==> config.mk <==
export PLATFORM = sky130hd
export DESIGN_NAME = sdram_arb
export DESIGN_NICKNAME = d
export VERILOG_FILES = /design/src/rtl/sdram_arb.sv
export SDC_FILE = /design/constraint.sdc
export NUM_CORES = 1
export LEC_CHECK = 0
export BUFFER_PORTS_ARGS = -buffer_cell sky130_fd_sc_hd__buf_2
export CAP_MARGIN = 10
export CORE_UTILIZATION = 30
export DETAILED_ROUTE_END_ITERATION = 8
export GPL_TIMING_DRIVEN = 0
export HOLD_SLACK_MARGIN = 0.12
export PLACE_DENSITY = 0.67
export SLEW_MARGIN = 20
export SYNTH_ARGS = -nofsm -noshare
export SYNTH_HDL_FRONTEND = slang
export SYNTH_SLANG_ARGS = --single-unit
export TNS_END_PERCENT = 30
==> constraint.sdc <==
create_clock -name clk_cpu -period 3.68 [get_ports clk_cpu]
set_input_delay 0.92 -clock clk_cpu [delete_from_list [all_inputs] [get_ports clk_cpu]]
set_output_delay 0.92 -clock clk_cpu [all_outputs]
set_load 0.02 [all_outputs]
==> src/rtl/sdram_arb.sv <==
// sdram_arb: two-port arbiter and sequencer in front of the single SDRAM
// command port. Port 0 serves the CPU (ROM/RAM fetches) and port 1 serves a
// secondary master (loader/DMA). The controller grants one request at a time
// and latches the winner's command onto the M_* side. It holds that command
// until M_DONE, then returns read data and a one-cycle ACK to the winner.
// A starvation counter limits how many consecutive port-0 grants may pass
// while port 1 is waiting.
//
// Ports:
//   clk_cpu, reset             clock, synchronous active-high reset
//   Px_REQ/WE/ADDR/DIN/BE      request level and command fields of port x
//   Px_ACK, Px_DOUT            completion pulse and read data of port x
//   M_REQ/WE/ADDR/DIN/BE       latched command toward the SDRAM controller
//   M_DONE, M_DOUT             completion pulse and read data from SDRAM
//   BUSY                       high whenever the sequencer is not idle
//   OWNER                      port of the current or last grant
module sdram_arb #(
  parameter int AW           = 25,
  parameter int DW           = 32,
  parameter int BW           = 4,
  parameter int STARVE_LIMIT = 4
) (
  input  logic          clk_cpu,
  input  logic          reset,
  input  logic          P0_REQ,
  input  logic          P0_WE,
  input  logic [AW-1:0] P0_ADDR,
  input  logic [DW-1:0] P0_DIN,
  input  logic [BW-1:0] P0_BE,
  output logic          P0_ACK,
  output logic [DW-1:0] P0_DOUT,
  input  logic          P1_REQ,
  input  logic          P1_WE,
  input  logic [AW-1:0] P1_ADDR,
  input  logic [DW-1:0] P1_DIN,
  input  logic [BW-1:0] P1_BE,
  output logic          P1_ACK,
  output logic [DW-1:0] P1_DOUT,
  output logic          M_REQ,
  output logic          M_WE,
  output logic [AW-1:0] M_ADDR,
  output logic [DW-1:0] M_DIN,
  output logic [BW-1:0] M_BE,
  input  logic          M_DONE,
  input  logic [DW-1:0] M_DOUT,
  output logic          BUSY,
  output logic          OWNER
);

  typedef enum logic [1:0] {IDLE, ISSUE, RESP} state_t;

  // The counter needs at least one bit, even when STARVE_LIMIT is 0.
  localparam int SW = (STARVE_LIMIT < 1) ? 1 : $clog2(STARVE_LIMIT + 1);
  localparam logic [SW-1:0] LIMIT = SW'(STARVE_LIMIT);

  state_t        state;
  logic [SW-1:0] starve_cnt;
  logic          grant1;

  // Port 1 wins when it is the only requester. It also wins a tie once
  // port 0 has used up its allowance. A limit of 0 makes port 1 win every tie.
  always_comb begin
    grant1 = 1'b0;
    if (P1_REQ && (!P0_REQ || (starve_cnt >= LIMIT)))
      grant1 = 1'b1;
  end

  always_ff @(posedge clk_cpu) begin
    if (reset) begin
      state      <= IDLE;
      starve_cnt <= '0;
      P0_ACK     <= 1'b0;
      P1_ACK     <= 1'b0;
      P0_DOUT    <= '0;
      P1_DOUT    <= '0;
      M_REQ      <= 1'b0;
      M_WE       <= 1'b0;
      M_ADDR     <= '0;
      M_DIN      <= '0;
      M_BE       <= '0;
      BUSY       <= 1'b0;
      OWNER      <= 1'b0;
    end else begin
      P0_ACK <= 1'b0;
      P1_ACK <= 1'b0;
      case (state)
        IDLE: begin
          if (P0_REQ || P1_REQ) begin
            OWNER  <= grant1;
            M_REQ  <= 1'b1;
            M_WE   <= grant1 ? P1_WE   : P0_WE;
            M_ADDR <= grant1 ? P1_ADDR : P0_ADDR;
            M_DIN  <= grant1 ? P1_DIN  : P0_DIN;
            M_BE   <= grant1 ? P1_BE   : P0_BE;
            BUSY   <= 1'b1;
            state  <= ISSUE;
            // Only port-0 grants made while port 1 waits count toward starvation.
            if (grant1 || !P1_REQ)
              starve_cnt <= '0;
            else if (starve_cnt < LIMIT)
              starve_cnt <= starve_cnt + 1'b1;
          end
        end
        ISSUE: begin
          // The command fields stay frozen here. Only M_DONE moves the sequencer on.
          if (M_DONE) begin
            M_REQ <= 1'b0;
            if (!M_WE) begin
              if (OWNER) P1_DOUT <= M_DOUT;
              else       P0_DOUT <= M_DOUT;
            end
            if (OWNER) P1_ACK <= 1'b1;
            else       P0_ACK <= 1'b1;
            state <= RESP;
          end
        end
        RESP: begin
          BUSY  <= 1'b0;
          state <= IDLE;
        end
        default: begin
          BUSY  <= 1'b0;
          M_REQ <= 1'b0;
          state <= IDLE;
        end
      endcase
    end
  end

endmodule

==> reports/results.txt, run 1 <==
Syn nets = 814
VDD IR max = 0.297 mV
Post-Synth Adder-Cell Area = 0.00209
Status = completed
Compound-cell area share of the yosys netlist = 0.205
YS warnings = 0
Clk sinks = 136
Wirelength per Cell = 17.3 um
Placed Area = 7760 um^2
Cell area after synthesis = 5980 um^2
Largest net degree at the start of global routing = 17
Drt via density = 5.01
Setup violations, final = 0
RR Startpoint = state[1]
Netlist cell types = 26
Hold_buf cts = 0
First-pass GRT wire length = 32500 um
Synth top cells by count = dfxtp_1, nand2b_1, a21oi_1
Arrival @ worst endpoint = 2.40 ns
Cell with the most instances after synthesis = dfxtp_1
Min-delay src = BUSY
Antenna violations before repair = 3
Seq/Total Area, Yosys = 0.456
Grt ovf = 0
Worst Setup SP = reset
Setup TNS = 0 ns
Crit-path slowest cell = clkbuf_1
Detailed Route WL = 21500 um
Die area = 20500 um^2
H-tree depth = 4
FP Rows = 51
Die X = 143 um
XOR/XNOR share of the synthesized area = 0
DP HPWL = 16200 um
Min Tclk post-route = 2.12 ns
Period utilization = 0.575
PwrDens = 503 nW/um^2
Via count = 6222
Maximum fanout along the worst path = 10
Worst clock skew = 0.0148 ns
Post-route cell area = 8400 um^2
Number of port buffers = 290
Asr flop ratio synth = 0
RD Place Congestion = 0.784
Worst Hold Class = flop to flop
Multiplexer area fraction after synthesis = 0.107
Layout Utilization = 0.430
CORE AREA = 19500 um^2
Number of global-route vias before repair = 5935
# fillers = 1969
Yosys reg bits = 136
Yosys top cell by area = dfxtp_1
Required time of the critical path = 3.96 ns
Max stage delay on crit path = 0.57 ns
Maximum clock rate = 0.472 GHz
DRT Pass-1 Iters = 5
RSZ-0062 raised after global routing = false
Buffer depth of the longest clock path = 2
Least-Margin Pin Slew = 0.828 ns
Mapped Cells = 652
Most area-consuming cells after synthesis = dfxtp_1, mux2i_1, nand2b_1, a311oi_1, a21oi_1
Setup Fix Bufs, Post-CTS = 0
CTS tree = done
Post-cts gate resize count = 0
Worst setup SP type = input pin
Root Driver = clkbuf_16
I/O pin cnt = 292
Nets = 1123
Share of the synthesized area in the top cell type = 0.456
Die height = 143 um
Setup CP Type = input pin to flop
Most frequent CP cell = clkbuf_1
DRC = 0
Total track usage = 0.208
Max-slew violations = 0
Max_cap viols = 0
Non-filler instance count after layout = 1241
Leakage power = 3.82 nW
CP Capture Type = flop
Main synth FF type = dfxtp_1
Worst path top cell family by delay = buffers and inverters
Main combinational cell family by area after synthesis = compound AO/OA/AOI/OAI gates
Share of cells above drive strength 1 = 0.357
Fin. Hold Viols = 0
Synth Area in Simple Gates = 0.175
Dpl cells = 1207
Clock latency on the worst-skew pair = 0.43 ns
CP Buf/Inv Count = 3
Antenna Nets Post-Route = 0
Post-synth EDFFs = 0
Synth-to-Final Area Change = 40.6%
Clk slew on worst S/H paths = 0.06 ns
Worst path cell trace = clkbuf_1, clkbuf_1, clkbuf_1, a311oi_1
Number of buffers created by CTS = 17
Initial DRC Count = 275
Design Power = 4.23 mW
Rel. slew slack = 0.444
Initial Util = 0.306
Syn_area_per_cell = 9.17 um^2
cells by family (layout without fill, tap and decap cells):
group,count (synthesis),in the layout
AO/OA/AOI/OAI,198,198
AND/OR/NAND/NOR,179,179
flip-flops,136,136
buffers and inverters,74,396
multiplexers,64,64
adder cells (fa/ha/maj),1,1
other,0,2
final timing paths:
check	endpoint	slack (ns)	cells after the start
min reg2reg	BUSY	0.47	2
max reg2reg	P0_DOUT[6]	1.89	3
max	M_ADDR[20]	1.56	4
min	BUSY	0.47	2
stage by stage:
stage          hold slack (ns)  setup WS [ns]
2_1_floorplan            0.454           1.71
3_3_place_gp             0.447           1.06
3_5_place_dp             0.459           1.04
4_1_cts                  0.470           1.49
5_1_grt                  0.490           1.37
6_report                 0.467           1.56
flip-flops by register name (all words and copies together), names as in the netlist, 2 cells and up:
name and flops:
P0_DOUT 32, M_BE 4, M_DIN 32, state 2, M_ADDR 25, starve_cnt 3, P1_DOUT 32
cell usage in the layout, fill, tap and decap left out:
| cell | instances |
|---|---|
| nand4_1 | 2 |
| buf_2 | 306 |
| buf_4 | 3 |
| nand2b_1 | 98 |
| a21oi_1 | 69 |
| nor2_1 | 2 |
| dfxtp_1 | 136 |
| nor2_2 | 1 |
| mux2i_1 | 64 |
| nor2b_1 | 2 |
| nor4bb_1 | 1 |
| buf_1 | 2 |
| and2_1 | 1 |
| clkbuf_16 | 17 |
| buf_6 | 3 |
| bufinv_16 | 4 |
| inv_6 | 3 |
| diode_2 | 2 |
| o21ai_0 | 67 |
| clkinv_4 | 4 |
| nand2_1 | 3 |
| nor4_2 | 1 |
| inv_1 | 1 |
| clkinvlp_4 | 1 |
| or4_1 | 1 |
| clkbuf_8 | 1 |
| or4b_1 | 1 |
| or2_2 | 2 |
| ha_1 | 1 |
| clkinv_2 | 1 |
| clkbuf_1 | 50 |
| or3b_2 | 1 |
| nand3_1 | 63 |
| a311oi_1 | 62 |
layout make-up:
cell class	count	area [um^2]	share of cell area
timing repair buffer	290	1450	0.173
clock inverter	13	194	0.0231
buffer	73	328	0.0390
inverter	1	3.75	0.000447
multi-input combinational	442	2920	0.348
antenna	2	5.00	0.000596
tap	265	332	0.0395
sequential	136	2720	0.324
clock buffer	19	443	0.0527
worst min-delay path: cells and delay by family (launching register included):
| kind | cells | cell delay (ns) |
|---|---|---|
| flops | 1 | 0.30 |
| simple gates | 1 | 0.06 |
| compound gates | 1 | 0.06 |
report_power, final:
group,internal [mW],switching (mW)
registers,1.58,0.0603
clock network,1.16,0.698
logic,0.278,0.451
layer usage:
metal  up-vias  share of wire  global-route usage
met4         2          0.012              0.0656
met3        21          0.089              0.0684
li1       3006              -                   -
met1      2911           0.41               0.239
met5         -        0.00046                   0
met2       282           0.49               0.361
(Power assumes the default switching activity.)
==> run 2, diff against run 1 <==
--- a/config.mk
+++ b/config.mk
@@ -11,7 +11,7 @@
 export DETAILED_ROUTE_END_ITERATION = 8
 export GPL_TIMING_DRIVEN = 0
 export HOLD_SLACK_MARGIN = 0.12
-export PLACE_DENSITY = 0.67
+export PLACE_DENSITY = 0.69
 export SLEW_MARGIN = 20
 export SYNTH_ARGS = -nofsm -noshare
 export SYNTH_HDL_FRONTEND = slang
==> constraint.sdc (replaced) <==
create_clock -name clk_cpu -period 1.9 [get_ports clk_cpu]
set_input_delay 0.475 -clock clk_cpu [delete_from_list [all_inputs] [get_ports clk_cpu]]
set_output_delay 0.475 -clock clk_cpu [all_outputs]
set_load 0.02 [all_outputs]
==> reports/results.txt, run 2 (synthesized netlist as in run 1, its figures left out) <==
CP Capture Point = M_DIN[3]
Maximum clock rate = 0.571 GHz
Number of port buffers = 290 (unchanged)
Worst Hold Class = input pin to flop
Initial DRC Count = 240 (-13%)
Synth-to-Final Area Change = 40.7%
Wirelength per Cell = 16.9 um (-2.3%)
Total track usage = 0.201 (-0.00734)
DP HPWL = 15800 um (-2.8%)
Switching power total = 2.34 mW (+94%)
Most frequent cells in the layout = buf_2, dfxtp_1, nand2b_1
Status = completed
RSZ-0062 raised after global routing = false
Leakage power = 3.81 nW (-0.18%)
DRC = 0 (unchanged)
Rel. slew slack = 0.549 (+0.106)
Clock power frac = 0.436 (-0.004)
CTS tree = done
Clk slew on worst S/H paths = 0.06 ns (about the same)
H-tree depth = 4 (unchanged)
Maximum fanout along the worst path = 10 (unchanged)
Nets = 1123 (unchanged)
Clk sinks = 136 (unchanged)
Max-slew violations = 0 (unchanged)
Arrival @ worst endpoint = 2.03 ns (-0.37 ns)
Die X = 143 um (unchanged)
Drt via density = 4.99 (-0.47%)
FF-to-FF setup slack = 0.15 ns (-1.74 ns)
First-pass GRT wire length = 31300 um (-3.4%)
VDD IR max = 0.542 mV (+82%)
Root Driver = clkbuf_16
CP Capture Type = flop
Buffer depth of the longest clock path = 2 (unchanged)
Sequential share of power = 0.390 (+0.003)
Worst setup SP type = flop
Worst clock skew = 0.00885 ns (-0.00596 ns)
Antenna violations before repair = 1 (-2)
Dpl cells = 1207 (unchanged)
Die height = 143 um (unchanged)
Post-cts gate resize count = 0 (unchanged)
RR Startpoint = state[1]
Grt ovf = 0 (unchanged)
DRT Pass-1 Iters = 4 (-1)
FP Rows = 51 (unchanged)
RD Place Congestion = 0.821 (+4.8%)
Detailed Route WL = 21000 um (-2.4%)
Share of cells above drive strength 1 = 0.360 (+0.00308)
Die area = 20500 um^2 (unchanged)
Setup violations, final = 0 (unchanged)
Setup CP Type = flop to flop
Required time of the critical path = 2.18 ns (-1.78 ns)
Setup Fix Bufs, Post-CTS = 0 (unchanged)
R2R Path End = M_DIN[3]
Non-filler instance count after layout = 1240 (-0.081%)
Min Tclk post-route = 1.75 ns
Fin. Hold Viols = 0 (unchanged)
Period utilization = 0.921
I/O pin cnt = 292 (unchanged)
Worst Setup SP = state[1]
PwrDens = 966 nW/um^2 (+92%)
Clock latency on the worst-skew pair = 0.42 ns (about the same)
R2r worst-path depth = 5 (+2)
Least-Margin Pin Slew = 0.676 ns (-0.152 ns)
# fillers = 1978 (+0.46%)
Sw frac = 0.288 (+0.00209)
Antenna Nets Post-Route = 0 (unchanged)
Top Registers = M_DIN: 32 flops, P0_DOUT: 32 flops, P1_DOUT: 32 flops
WHS = 0.328 ns (-0.139 ns)
Via count = 6188 (-0.55%)
Max_cap viols = 0 (unchanged)
Number of global-route vias before repair = 5781 (-2.6%)
Number of buffers created by CTS = 17 (unchanged)
Largest net degree at the start of global routing = 17 (unchanged)
Commonest non-fill, non-tap cell in the layout = buf_2
CORE AREA = 19500 um^2 (unchanged)
Cell-internal power = 5.78 mW (+92%)
Hold_buf cts = 0 (unchanged)
Combinational share of power = 0.174 (+0.002)
Initial Util = 0.306 (unchanged)
==> run 2: final cells by class <==
class	count	area, um^2	area share
inverter	1	3.75	0.000446
multi-input combinational	442	2940	0.349
sequential	136	2720	0.324
timing repair buffer	290	1450	0.173
clock inverter	12	164	0.0195
antenna	1	2.50	0.000298
buffer	73	329	0.0391
clock buffer	20	467	0.0555
tap	265	332	0.0394
==> run 2: power by group through the flow <==
stage	combinational (mW)	clock [mW]	sequential [mW]
CTS	1.42	3.60	3.17
detailed placement	1.42	0	3.22
global route	1.54	3.73	3.19
floorplan	0.598	0	3.45
finish	1.41	3.54	3.17
global placement	1.41	0	3.22
==> run 2: worst min-delay path by stage <==
| stage | startpoint | to | slack, ns | cells past startpoint |
|---|---|---|---|---|
| floorplan | starve_cnt[1] | starve_cnt[1] | 0.45 | 2 |
| global placement | M_REQ | M_REQ | 0.45 | 2 |
| detailed placement | P0_DOUT[30] | P0_DOUT[30] | 0.46 | 2 |
| CTS | P1_ADDR[9] | M_ADDR[9] | 0.31 | 3 |
| global route | P1_ADDR[15] | M_ADDR[15] | 0.32 | 3 |
| finish | P1_ADDR[15] | M_ADDR[15] | 0.33 | 3 |
==> run 2: stage by stage <==
step	cell area (um^2)	worst slack, ns	setup TNS [ns]	util	total power, mW
after global placement	7760	-0.330	-18.07	0.397	4.63
after global routing	8410	0.00380	0	0.431	8.46
after CTS	8390	0.0173	0	0.430	8.19
after detailed placement	7760	-0.363	-19.63	0.397	4.64
final	8410	0.150	0	0.431	8.12
after floorplan	5980	0.378	0	-	4.05
==> run 2: routing by layer <==
metal  vias to the layer above  GRT usage  part of all wire
met5                         -          0                 0
met4                         0     0.0662             0.016
met3                        27     0.0610             0.085
met2                       282      0.347              0.48
met1                      2885      0.234              0.42
li1                       2994          -                 -
==> run 2: worst max-delay path, cell delays in order, from the launching register on <==
cell and delay, ns:
dfxtp_1 0.39, or2_2 0.32, clkbuf_1 0.18, nor2_4 0.27
buf_2 0.32, a311oi_1 0.13
==> run 3, diff against run 2 <==
--- a/config.mk
+++ b/config.mk
@@ -11,7 +11,7 @@
 export DETAILED_ROUTE_END_ITERATION = 8
 export GPL_TIMING_DRIVEN = 0
 export HOLD_SLACK_MARGIN = 0.12
-export PLACE_DENSITY = 0.69
+export PLACE_DENSITY = 0.67
 export SLEW_MARGIN = 20
 export SYNTH_ARGS = -nofsm -noshare
 export SYNTH_HDL_FRONTEND = slang
==> constraint.sdc (replaced) <==
create_clock -name clk_cpu -period 1.77 [get_ports clk_cpu]
set_input_delay 0.4425 -clock clk_cpu [delete_from_list [all_inputs] [get_ports clk_cpu]]
set_output_delay 0.4425 -clock clk_cpu [all_outputs]
set_load 0.02 [all_outputs]
==> reports/results.txt, run 3 (synthesized netlist as in run 1, its figures left out) <==
Top Registers = M_DIN: 32 flops, P0_DOUT: 32 flops, P1_DOUT: 32 flops
Maximum clock rate = 0.612 GHz (+7.2%)
FP Rows = 51 (unchanged)
RD Place Congestion = 0.784 (-4.6%)
First-pass GRT wire length = 32500 um (+3.7%)
Min Tclk post-route = 1.63 ns (-0.117 ns)
Period utilization = 0.923 (+0.00160)
WHS = 0.291 ns (-0.0373 ns)
Buffer depth of the longest clock path = 2 (unchanged)
Min-delay src = P1_DIN[10]
DRT Pass-1 Iters = 4 (unchanged)
Antenna violations before repair = 3 (+2)
RR Startpoint = state[1]
Setup violations, final = 0 (unchanged)
Number of buffers created by CTS = 17 (unchanged)
Die X = 143 um (unchanged)
Largest net degree at the start of global routing = 17 (unchanged)
Synth-to-Final Area Change = 41.3%
Area of the multi-input gates = 2940 um^2 (+0.17%)
Grt ovf = 0 (unchanged)
I/O pin cnt = 292 (unchanged)
Antenna Nets Post-Route = 0 (unchanged)
Via count = 6194 (+0.097%)
Nets = 1123 (unchanged)
Least-Margin Pin Slew = 0.660 ns (-0.0163 ns)
Worst path cell trace = or2_2, clkbuf_1, nor2_4, clkbuf_4, a311oi_1
Total track usage = 0.208 (+0.00763)
Die area = 20500 um^2 (unchanged)
Clk slew on worst S/H paths = 0.06 ns (about the same)
Post-route cell area = 8450 um^2 (+0.43%)
Most frequent cells in the layout = buf_2, dfxtp_1, nand2b_1
Rel. slew slack = 0.560 (+0.0108)
Fin. Hold Viols = 0 (unchanged)
PwrDens = 1040 nW/um^2 (+7.9%)
CORE AREA = 19500 um^2 (unchanged)
Clk sinks = 136 (unchanged)
RSZ-0062 raised after global routing = true
Leakage power = 3.83 nW (+0.69%)
Clock latency on the worst-skew pair = 0.43 ns (about the same)
Number of global-route vias before repair = 5942 (+2.8%)
CP Buf/Inv Count = 2 (unchanged)
R2R Path End = M_BE[2]
Max_cap viols = 0 (unchanged)
Final worst slack = 0.137 ns (-0.0131 ns)
Layout Utilization = 0.433 (+0.00186)
Setup CP Type = flop to flop
Crit-path slowest cell = dfxtp_2
Detailed Route WL = 21500 um (+2.3%)
Maximum fanout along the worst path = 10 (unchanged)
DRC = 0 (unchanged)
Worst Hold Class = input pin to flop
Die height = 143 um (unchanged)
Number of port buffers = 290 (unchanged)
Share of cells above drive strength 1 = 0.363 (+0.00308)
Worst setup SP type = flop
Required time of the critical path = 2.05 ns (-0.13 ns)
Arrival @ worst endpoint = 1.91 ns (-0.12 ns)
Initial DRC Count = 286 (+19%)
DP HPWL = 16200 um (+2.9%)
Worst path top cell family by delay = simple AND/OR/NAND/NOR gates
CTS tree = done
H-tree depth = 4 (unchanged)
Post-Place Worst Slack = -0.394 ns (-0.0309 ns)
Drt via density = 4.99 (about the same)
Hold Crit Depth = 3 (unchanged)
Worst clock skew = 0.0168 ns (+0.00796 ns)
Max-slew violations = 0 (unchanged)
Status = completed
Storage cell area = 2730 um^2 (about the same)
Initial Util = 0.306 (unchanged)
CP Capture Type = flop
Placed Area = 7760 um^2 (unchanged)
R2r worst-path depth = 5 (unchanged)
# fillers = 1974 (-0.20%)
Design Power = 8.80 mW (+8.3%)
Root Driver = clkbuf_16
Max stage delay on crit path = 0.37 ns (-0.02 ns)
VDD IR max = 0.622 mV (+15%)
Wirelength per Cell = 17.3 um (+2.2%)
Hold EP = M_DIN[10]
FF-to-FF setup slack = 0.14 ns (about the same)
Commonest non-fill, non-tap cell in the layout = buf_2
Hold_buf cts = 0 (unchanged)
## run 3: per-layer routing
| layer | global-route usage | part of all wire |
|---|---|---|
| met3 | 0.0684 | 0.091 |
| met1 | 0.240 | 0.41 |
| met2 | 0.362 | 0.49 |
| met5 | 0 | 0.00047 |
| met4 | 0.0656 | 0.012 |
## run 3: report_power, final
| part | leakage [nW] | internal [mW] | total (mW) | switching, mW |
|---|---|---|---|---|
| sequential | 1.12 | 3.28 | 3.41 | 0.129 |
| combinational | 2.41 | 0.590 | 1.53 | 0.937 |
| clock | 0.309 | 2.42 | 3.86 | 1.45 |
| total | 3.83 | 6.29 | 8.80 | 2.51 |
## run 3: final cells by class
cell class	count	area share
Multi-Input combinational cell	442	0.349
Sequential cell	136	0.323
Timing Repair Buffer	290	0.172
Clock buffer	19	0.0524
Buffer	73	0.0413
Tap cell	265	0.0393
Clock inverter	13	0.0230
Antenna cell	2	0.000593
Inverter	1	0.000444
## run 3: worst max-delay path by stage
stage / slack [ns] / to / cells past startpoint / startpoint
floorplan: 0.28 / P1_DOUT[0] / 5 / M_DONE
global placement: -0.38 / M_DIN[13] / 4 / reset
detailed placement: -0.39 / M_DIN[12] / 4 / reset
CTS: 0.02 / M_ADDR[6] / 5 / state[1]
global route: -0.01 / M_ADDR[6] / 5 / starve_cnt[2]
finish: 0.14 / M_BE[2] / 5 / state[1]
## run 3: worst reg2reg max path: stages, from the launching register on
cell	delay [ns]
dfxtp_2	0.37
or2_2	0.30
clkbuf_1	0.18
nor2_4	0.25
clkbuf_4	0.28
a311oi_1	0.11
## run 3: stage by stage
step / TNS [ns] / cells
5_1_grt: -0.0276 / 1240
2_1_floorplan: 0 / 652
6_report: 0 / 1241
4_1_cts: 0 / 1239
3_5_place_dp: -27.87 / 1207
3_3_place_gp: -26.22 / 1207
## run 3: what timing repair did
| action | CTS | global route |
|---|---|---|
| gates resized for setup | 3 | 17 |
| setup endpoints to repair | 89 | 55 |
| pin swaps | 0 | 1 |
| buffers inserted | 0 | 0 |
| gates cloned | 0 | 0 |
